File: config.mk
export PLATFORM = sky130hd
export DESIGN_NAME = ccff_bitstream_loader
export DESIGN_NICKNAME = d
export VERILOG_FILES = /design/src/rtl/ccff_loader_pkg.sv /design/src/rtl/ccff_crc8_serial.sv /design/src/rtl/ccff_bitstream_loader.sv
export SDC_FILE = /design/constraint.sdc
export NUM_CORES = 1
export LEC_CHECK = 0
export CELL_PAD_IN_SITES_DETAIL_PLACEMENT = 1
export CELL_PAD_IN_SITES_GLOBAL_PLACEMENT = 2
export CORE_MARGIN = 4
export CORE_UTILIZATION = 43
export CTS_BUF_LIST = sky130_fd_sc_hd__clkbuf_4 sky130_fd_sc_hd__clkbuf_8 sky130_fd_sc_hd__clkbuf_16
export DETAILED_ROUTE_END_ITERATION = 16
export DONT_BUFFER_PORTS = 1
export PLACE_DENSITY = 0.92
export SETUP_SLACK_MARGIN = 0.4
export SLEW_MARGIN = 20
export SYNTH_ARGS = -nofsm -noshare
export SYNTH_HDL_FRONTEND = slang
export SYNTH_SLANG_ARGS = --single-unit
File: constraint.sdc
create_clock -name prog_clk -period 3.85 [get_ports prog_clk]
set_input_delay 0.77 -clock prog_clk [delete_from_list [all_inputs] [get_ports prog_clk]]
set_output_delay 0.77 -clock prog_clk [all_outputs]
set_load 0.02 [all_outputs]
File: src/rtl/ccff_loader_pkg.sv
// Shared types and helpers for the configuration-chain bitstream loader.
// Used by ccff_bitstream_loader and ccff_crc8_serial.
package ccff_loader_pkg;

    typedef enum logic [2:0] {
        IDLE,
        LOAD,
        SHIFT,
        CRC,
        DONE
    } state_t;

    // x^8 + x^2 + x + 1
    localparam logic [7:0] CRC8_POLY = 8'h07;

    typedef struct packed {
        int unsigned nb;
        int unsigned r;
    } geom_t;

    // nb: bytes per load; r: bits used from the final byte
    function automatic geom_t chain_geom(int unsigned chain_len,
                                         int unsigned data_w);
        geom_t g;
        g.nb = (chain_len + data_w - 1) / data_w;
        g.r  = chain_len - (g.nb - 1) * data_w;
        return g;
    endfunction

endpackage

File: src/rtl/ccff_crc8_serial.sv
// Bit-serial CRC-8 (MSB-first, init 0x00) with synchronous clear.
// Only instantiated when CCFF_LOADER_CRC_EN is defined.
module ccff_crc8_serial
    import ccff_loader_pkg::*;
(
    input  logic       clk,
    input  logic       rst,
    input  logic       clr,
    input  logic       en,
    input  logic       din,
    output logic [7:0] crc
);

    logic fb;

    assign fb = crc[7] ^ din;

    always_ff @(posedge clk or posedge rst) begin
        if (rst) begin
            crc <= '0;
        end else if (clr) begin
            crc <= '0;
        end else if (en) begin
            crc <= {crc[6:0], 1'b0} ^ ({8{fb}} & CRC8_POLY);
        end
    end

endmodule

File: src/rtl/ccff_bitstream_loader.sv
// Byte-stream to config-chain serializer with gated chain clock enable.
// Optional CRC-8 trailer check when CCFF_LOADER_CRC_EN is defined.
module ccff_bitstream_loader
    import ccff_loader_pkg::*;
#(
    parameter int CHAIN_LEN = 1024,
    parameter int DATA_W    = 8
) (
    input  logic              prog_clk,
    input  logic              pReset,
    input  logic              start,
    input  logic              byte_valid,
    input  logic [DATA_W-1:0] byte_data,
    output logic              byte_ready,
    output logic              ccff_head,
    output logic              ccff_clk_en,
    output logic              busy,
    output logic              done,
    output logic              err
);

    localparam int    CNT_W = $clog2(CHAIN_LEN + 1);
    localparam int    NB_W  = $clog2(DATA_W);
    localparam geom_t GEOM  = chain_geom(CHAIN_LEN, DATA_W);

    localparam logic [CNT_W-1:0] LAST_BASE = CNT_W'((GEOM.nb - 1) * DATA_W);
    localparam logic [CNT_W-1:0] LAST_BIT  = CNT_W'(CHAIN_LEN - 1);
    localparam logic [NB_W-1:0]  NB_FULL   = NB_W'(DATA_W - 1);
    localparam logic [NB_W-1:0]  NB_LAST   = NB_W'(GEOM.r - 1);

    state_t            state, state_nx;
    logic [DATA_W-1:0] shreg, shreg_nx;
    logic [NB_W-1:0]   nbits, nbits_nx;
    logic [CNT_W-1:0]  bit_cnt, bit_cnt_nx;
    logic              head_nx, en_nx, busy_nx, done_nx, ready_nx;
    logic              accept;

    assign accept = byte_valid & byte_ready;

`ifdef CCFF_LOADER_CRC_EN
    logic       err_q, err_nx;
    logic       crc_clr;
    logic [7:0] crc;

    assign crc_clr = (state == IDLE) & start;
    assign err     = err_q;

    // Tracks exactly the bits the chain captures
    ccff_crc8_serial u_crc (
        .clk (prog_clk),
        .rst (pReset),
        .clr (crc_clr),
        .en  (ccff_clk_en),
        .din (ccff_head),
        .crc (crc)
    );
`else
    assign err = 1'b0;
`endif

    always_comb begin
        state_nx   = state;
        shreg_nx   = shreg;
        nbits_nx   = nbits;
        bit_cnt_nx = bit_cnt;
        head_nx    = ccff_head;
        en_nx      = ccff_clk_en;
        busy_nx    = busy;
        done_nx    = done;
        ready_nx   = byte_ready;
`ifdef CCFF_LOADER_CRC_EN
        err_nx     = err_q;
`endif
        unique case (state)
            IDLE: begin
                if (start) begin
                    state_nx   = LOAD;
                    busy_nx    = 1'b1;
                    done_nx    = 1'b0;
                    bit_cnt_nx = '0;
                    ready_nx   = 1'b1;
`ifdef CCFF_LOADER_CRC_EN
                    err_nx     = 1'b0;
`endif
                end
            end
            LOAD: begin
                if (accept) begin
                    shreg_nx = byte_data << 1;
                    head_nx  = byte_data[DATA_W-1];
                    en_nx    = 1'b1;
                    nbits_nx = (bit_cnt == LAST_BASE) ? NB_LAST : NB_FULL;
                    ready_nx = 1'b0;
                    state_nx = SHIFT;
                end
            end
            SHIFT: begin
                bit_cnt_nx = bit_cnt + CNT_W'(1);
                if (nbits != '0) begin
                    head_nx  = shreg[DATA_W-1];
                    shreg_nx = shreg << 1;
                    nbits_nx = nbits - NB_W'(1);
                end else begin
                    en_nx = 1'b0;
                    if (bit_cnt < LAST_BIT) begin
                        state_nx = LOAD;
                        ready_nx = 1'b1;
                    end else begin
`ifdef CCFF_LOADER_CRC_EN
                        state_nx = CRC;
                        ready_nx = 1'b1;
`else
                        state_nx = DONE;
`endif
                    end
                end
            end
            CRC: begin
`ifdef CCFF_LOADER_CRC_EN
                // Trailer byte is compared only, never shifted
                if (accept) begin
                    err_nx   = (byte_data[7:0] != crc);
                    ready_nx = 1'b0;
                    state_nx = DONE;
                end
`else
                state_nx = IDLE;
`endif
            end
            DONE: begin
                busy_nx  = 1'b0;
                done_nx  = 1'b1;
                state_nx = IDLE;
            end
            default: begin
                state_nx = IDLE;
            end
        endcase
    end

    always_ff @(posedge prog_clk or posedge pReset) begin
        if (pReset) begin
            state       <= IDLE;
            shreg       <= '0;
            nbits       <= '0;
            bit_cnt     <= '0;
            ccff_head   <= 1'b0;
            ccff_clk_en <= 1'b0;
            busy        <= 1'b0;
            done        <= 1'b0;
            byte_ready  <= 1'b0;
        end else begin
            state       <= state_nx;
            shreg       <= shreg_nx;
            nbits       <= nbits_nx;
            bit_cnt     <= bit_cnt_nx;
            ccff_head   <= head_nx;
            ccff_clk_en <= en_nx;
            busy        <= busy_nx;
            done        <= done_nx;
            byte_ready  <= ready_nx;
        end
    end

`ifdef CCFF_LOADER_CRC_EN
    always_ff @(posedge prog_clk or posedge pReset) begin
        if (pReset) begin
            err_q <= 1'b0;
        end else begin
            err_q <= err_nx;
        end
    end
`endif

endmodule

Yosys cells after proc, flatten, opt, wreduce, memory -nomap -nowiden. Cells that the tools add are included.

$add $sub $neg: 2. Multipliers: 0. Div/mod/pow operators: 0. Order comparisons: 1. Eq/ne operators: 8. Shifts and indexed selects: 0. Mux-type cells: 27. Bitwise gates (word level): 1. Reduce and logical (&&, ||, !) cells: 12.

Operators by type and width (number): case mux 11 bit (2 select lines) (1); two-way mux 3 bit (6); two-way mux 8 bit (2); case mux 8 bit (2 select lines) (1); adder 11 x 1 -> 11 bit, second input constant (1); < comparator 11 x 10 -> 1 bit, second input constant (1); two-way mux 11 bit (1); != test 2 bit, second input constant (5); two-way mux 1 bit (9); case mux 3 bit (3 select lines) (1); AND reduction 3 bit (3); case mux 1 bit (2 select lines) (4); case mux 3 bit (2 select lines) (1); nonzero test 2 bit (3); nonzero test 3 bit (2); AND reduction 5 bit (1); AND reduction 2 bit (2); equality test 3 x 1 -> 1 bit, second input constant (1); equality test 3 x 2 -> 1 bit, second input constant (1); equality test 3 bit, second input constant (1); logical NOT 3 bit (1); case mux 1 bit (3 select lines) (1); subtractor 3 x 1 -> 3 bit, second input constant (1); AND 1 bit (1).

Flip-flop bits (word level): 30. Latch bits: 0. RAM bits: 0. ROM bits: 0. Bits of input ports: 12. Output and inout port bits: 6. Word-level logic and storage cells: 60. Memories kept: 0.

Logic depth before layout (Yosys ltp).
Depth in word-level cells: 4. Depth in mapped cells: 7. Mapped depth without buffers: 6.

Worst setup path after synthesis. OpenSTA, ideal clock, no wires.

Kind: in2reg. From: in byte_valid. To: reg ccff_head. Library setup time: 125 ps. Arrival: 1819 ps. Data required time: 3725 ps. Path slack: 1907 ps. Cell stages on the path: 4. Buffers on the path: 0. Cells stage by stage: nand3_1 -> o22a_1 -> nor2_2 -> mux2_2.

Longest elaborated chain between the ends: 3.

Ends and longest elaborated chain: from (decl) (RTL line ccff_bitstream_loader.sv:12) `input logic byte_valid,`; AND 1 bit (RTL line ccff_bitstream_loader.sv:38) `assign accept = byte_valid & byte_ready;`; != test 2 bit (no line); AND reduction 3 bit (no line); to (signal assigned) (RTL line ccff_bitstream_loader.sv:157) `ccff_head <= head_nx;`; to (decl) (RTL line ccff_bitstream_loader.sv:15) `output logic ccff_head,`.

Every way passes these cells. A chain may end at the register's enable or synchronous reset.

Worst setup path in the final report.
From: reg state[1]. To: reg shreg[7].

Longest elaborated chain between the ends: 3. Elaborated cells between the ends (all ways): 7. Classes of those cells: 4 x eq/ne; 1 x mux; 2 x reduce/logical.

Ends and longest elaborated chain: from (decl) (RTL line ccff_bitstream_loader.sv:31) `state_t state, state_nx;`; from (signal assigned) (RTL line ccff_bitstream_loader.sv:153) `state <= state_nx;`; equality test 3 x 2 -> 1 bit / equality test 3 x 1 -> 1 bit (equally long branches) (RTL line ccff_bitstream_loader.sv:74) `unique case (state)`; != test 2 bit (no line) / nonzero test 2 bit (equally long branches); AND reduction 3 bit (no line); to (signal assigned) (RTL line ccff_bitstream_loader.sv:154) `shreg <= shreg_nx;`; to (decl) (RTL line ccff_bitstream_loader.sv:32) `logic [DATA_W-1:0] shreg, shreg_nx;`.

Parallel ways exist; a longest one is shown, timed or not.

==> metrics.csv <==
stage,metric,value,unit
critical_path,worst_setup_path_start_kind,flop,
floorplan,dieArea,0.004501,mm^2
sta,slew_viol_final,0,
clock_tree,cts_resized,0,
power_and_ir_drop,switching_share,36.95,%
detailed_routing,wl_per_cell,16.35,um
power_and_ir_drop,p_clk_share,18.6,%
clock_tree,cts_buffers,5,
global_route,grt_usage,15.94,%
floorplan,core,0.003363,mm^2
clock_tree,cts_setup_buffers,0,
floorplan,top_level_ports,18,
placement,placed_area,0.001503,mm^2
detailed_routing,postRouteAntennaNets,0,
logic_synthesis,async_flop_share,100.0,%
power_and_ir_drop,irDropWorstVdd,177.1,uV
floorplan,core.rowCount,21,
clock_tree,cts_tree,built,
logic_synthesis,ys_ff_latch,29,
logic_synthesis,ys.warnings.count,0,
detailed_routing,drt-initial-drc-count,80,
layout,antenna_cells,0,
logic_synthesis,synthesis.instances,139,
global_route,gr-total-overflow,0,
critical_path,criticalPathCategory,reg2reg,
power_and_ir_drop,seqPwrFrac,50.3,%
sta,setup_tns,0,ns
layout,mostFrequentLayoutCells,"29 x dfrtp_1, 11 x nand2_1, 9 x o21ai_0, 9 x mux2_2",
logic_synthesis,synth_edf_count,0,
global_route,grt_max_degree,30,
logic_synthesis,syn_nets,154,
critical_path,path_cells,or3b_1 > mux2_4 > mux2_4,
power_and_ir_drop,p_per_area,636.7,mW/mm^2
layout,num-fill-cells,392,
critical_path,arrival,2.22,ns
detailed_routing,first_pass_iters,4,
logic_synthesis,muxShareOfSynthArea,15.42,%
clock_tree,htreeDepth,2,
sta,post-route-period-util,51.87,%
run,drv_cap,0,
floorplan,initial_utilization,44.64,%
power_and_ir_drop,p_int,0.0006253,W
sta,setup_viol,0,
sta,tightest_slew,0.6045,ns
critical_path,crit_path_end_kind,flop,
power_and_ir_drop,power.leakage,0.6850,nW
hold_path,hold_path.class,in2async,
clock_tree,clk_latency,0.33,ns
sta,fmax,0.5008,GHz
critical_path,critPathRequiredTime,4.07,ns
detailed_routing,route.vias.total,1050,
sta,layout_min_cycle_time,1.997,ns
detailed_routing,drc_errors,0,
logic_synthesis,avgSynthCellArea,10.80,um^2
sta,slew-limit-headroom,59.70,%
clock_tree,clockRootBuffer,clkbuf_4,
logic_synthesis,synth_top_family_by_area,multiplexers,
logic_synthesis,synth-xor-area-share,0,%
critical_path,path_buf_inv,0,
global_route,grt_pass1_vias,1175,
clock_tree,path_clk_slew,0.10,ns
power_and_ir_drop,p_comb_share,31.1,%
floorplan,dieHeight,67.09,um
layout,drive_above_1_share,19.29,%
layout,areaGrowthSynthToFinish,3.750,%
layout,fin_area,0.001558,mm^2
placement,portBuffers,0,
clock_tree,clk_path_buf_depth,2,
logic_synthesis,yosys.area_share.simple,15.08,%
critical_path,crit_path_frequent_cell,mux2_4,
critical_path,worstPathMaxFanout,14,
logic_synthesis,synth-compound-area-share,13.67,%
logic_synthesis,synth_area_leaders,"dfrtp_1 48%, mux2_2 6.8%, mux2_4 6.0%",
layout,final_common_cell,dfrtp_1,
global_route,grt_pass1_wl,5.216,mm
sta,fin_worst_skew,0.01314,ns
placement,dpl.hpwl,2.198,mm
clock_tree,cts_hold_buf,0,
logic_synthesis,yosysSeqAreaShare,48.33,%
status,status,"finished, final reports clean",
global_route,antenna_found_initial,0,
floorplan,die_w,67.09,um
sta,rsz0062_at_grt,no,
detailed_routing,finalWirelength,3.041,mm
power_and_ir_drop,power.switching,0.0003664,W
layout,nNetsFinal,154,
sta,hold_viol,0,
clock_tree,numClockSinks,29,
logic_synthesis,synth_area,0.001501,mm^2
logic_synthesis,synthFlopType,dfrtp_1,
critical_path,crit_family,simple AND/OR/NAND/NOR gates,
logic_synthesis,ys_types,39,
logic_synthesis,synth_adder_area_share,2.500,%
critical_path,critPathMaxStageDelay,0.66,ns
detailed_routing,via_per_inst,5.645,
logic_synthesis,synth_area_leader_cell,dfrtp_1,
critical_path,crit_slowest_cell,or3b_1,
placement,place_congestion,0.7469,
logic_synthesis,synth.top_cell.area_share,48.33,%
==> through the flow <==
stage	setup WS, ns	hold slack, ns	std cells	utilization (%)	power (W)
floorplan	1.907	0.4496	139	-	0.0007570
global placement	1.811	0.4614	178	44.68	0.0007861
detailed placement	1.734	0.4855	178	44.68	0.0008184
CTS	1.850	0.4992	186	46.32	0.001009
global route	1.743	0.4143	186	46.32	0.001069
finish	1.853	0.3786	186	46.32	0.0009918
==> sequential cells by signal, indices dropped and copies added, names as in the netlist <==
signal / flops
state: 3
ccff_head: 1
ccff_clk_en: 1
busy: 1
bit_cnt: 11
nbits: 3
done: 1
byte_ready: 1
shreg: 7
==> power groups by stage <==
stage	combinational, W	sequential (W)	clock, W
5_1_grt	0.000347	0.000513	0.000210
2_1_floorplan	0.000300	0.000457	0
3_3_place_gp	0.000290	0.000496	0
4_1_cts	0.000315	0.000499	0.000195
6_report	0.000308	0.000499	0.000185
3_5_place_dp	0.000314	0.000504	0
==> worst register-to-register path: stages (launching register included) <==
cell and delay (ns):
dfrtp_1 0.56, or3b_1 0.67, mux2_4 0.40, mux2_4 0.26
==> routing by layer <==
metal | up-vias | wire, um | share of wire [%] | GRT usage (%)
li1 | 498 | - | - | -
met1 | 528 | 1323 | 44 | 18.12
met2 | 16 | 1538 | 51 | 26.63
met3 | 8 | 103 | 3.4 | 4.047
met4 | 0 | 75 | 2.5 | 9.367
met5 | - | 0 | 0 | 0
==> cells by family (layout without fill, tap and decap cells) <==
kind of cell,count (synthesis),in the layout
buffers and inverters,11,12
AND/OR/NAND/NOR,45,45
AO/OA/AOI/OAI,31,31
flip-flops,29,29
adder cells (fa/ha/maj),3,3
multiplexers,19,19
other,1,1
==> Yosys cell counts (3+ instances only) <==
master / n
a21oi_1: 6
a31oi_1: 3
buf_6: 3
dfrtp_1: 29
ha_1: 3
inv_1: 4
mux2_2: 9
mux2_4: 6
mux2i_1: 4
nand2_1: 11
nand2b_1: 3
nand3_1: 8
nor2_1: 8
o21ai_0: 9
==> path summary, 6_finish.rpt <==
check	slack (ns)	end	depth (start not counted)	from
min in group prog_clk	0.50	bit_cnt[10]$_DFFE_PP0P_	1	bit_cnt[10]$_DFFE_PP0P_
hold / removal	0.38	bit_cnt[6]$_DFFE_PP0P_	1	pReset
setup reg to reg	1.85	shreg[7]$_DFFE_PP0P_	3	state[1]$_DFFE_PP0P_
setup / recovery	1.85	shreg[7]$_DFFE_PP0P_	3	state[1]$_DFFE_PP0P_
hold reg to reg	0.50	bit_cnt[10]$_DFFE_PP0P_	1	bit_cnt[10]$_DFFE_PP0P_
max in group asynchronous	3.07	ccff_head$_DFFE_PP0P_	1	pReset
==> layout make-up <==
class                      instances  area, um^2  area share, %
tap                               46       57.56          3.695
sequential                        29       725.7          46.59
clock buffer                       6       45.04          2.892
inverter                           4       15.01         0.9639
multi-input combinational         99       704.4          45.22
clock inverter                     2       10.01         0.6426
Power figures use the tool's default switching activity.
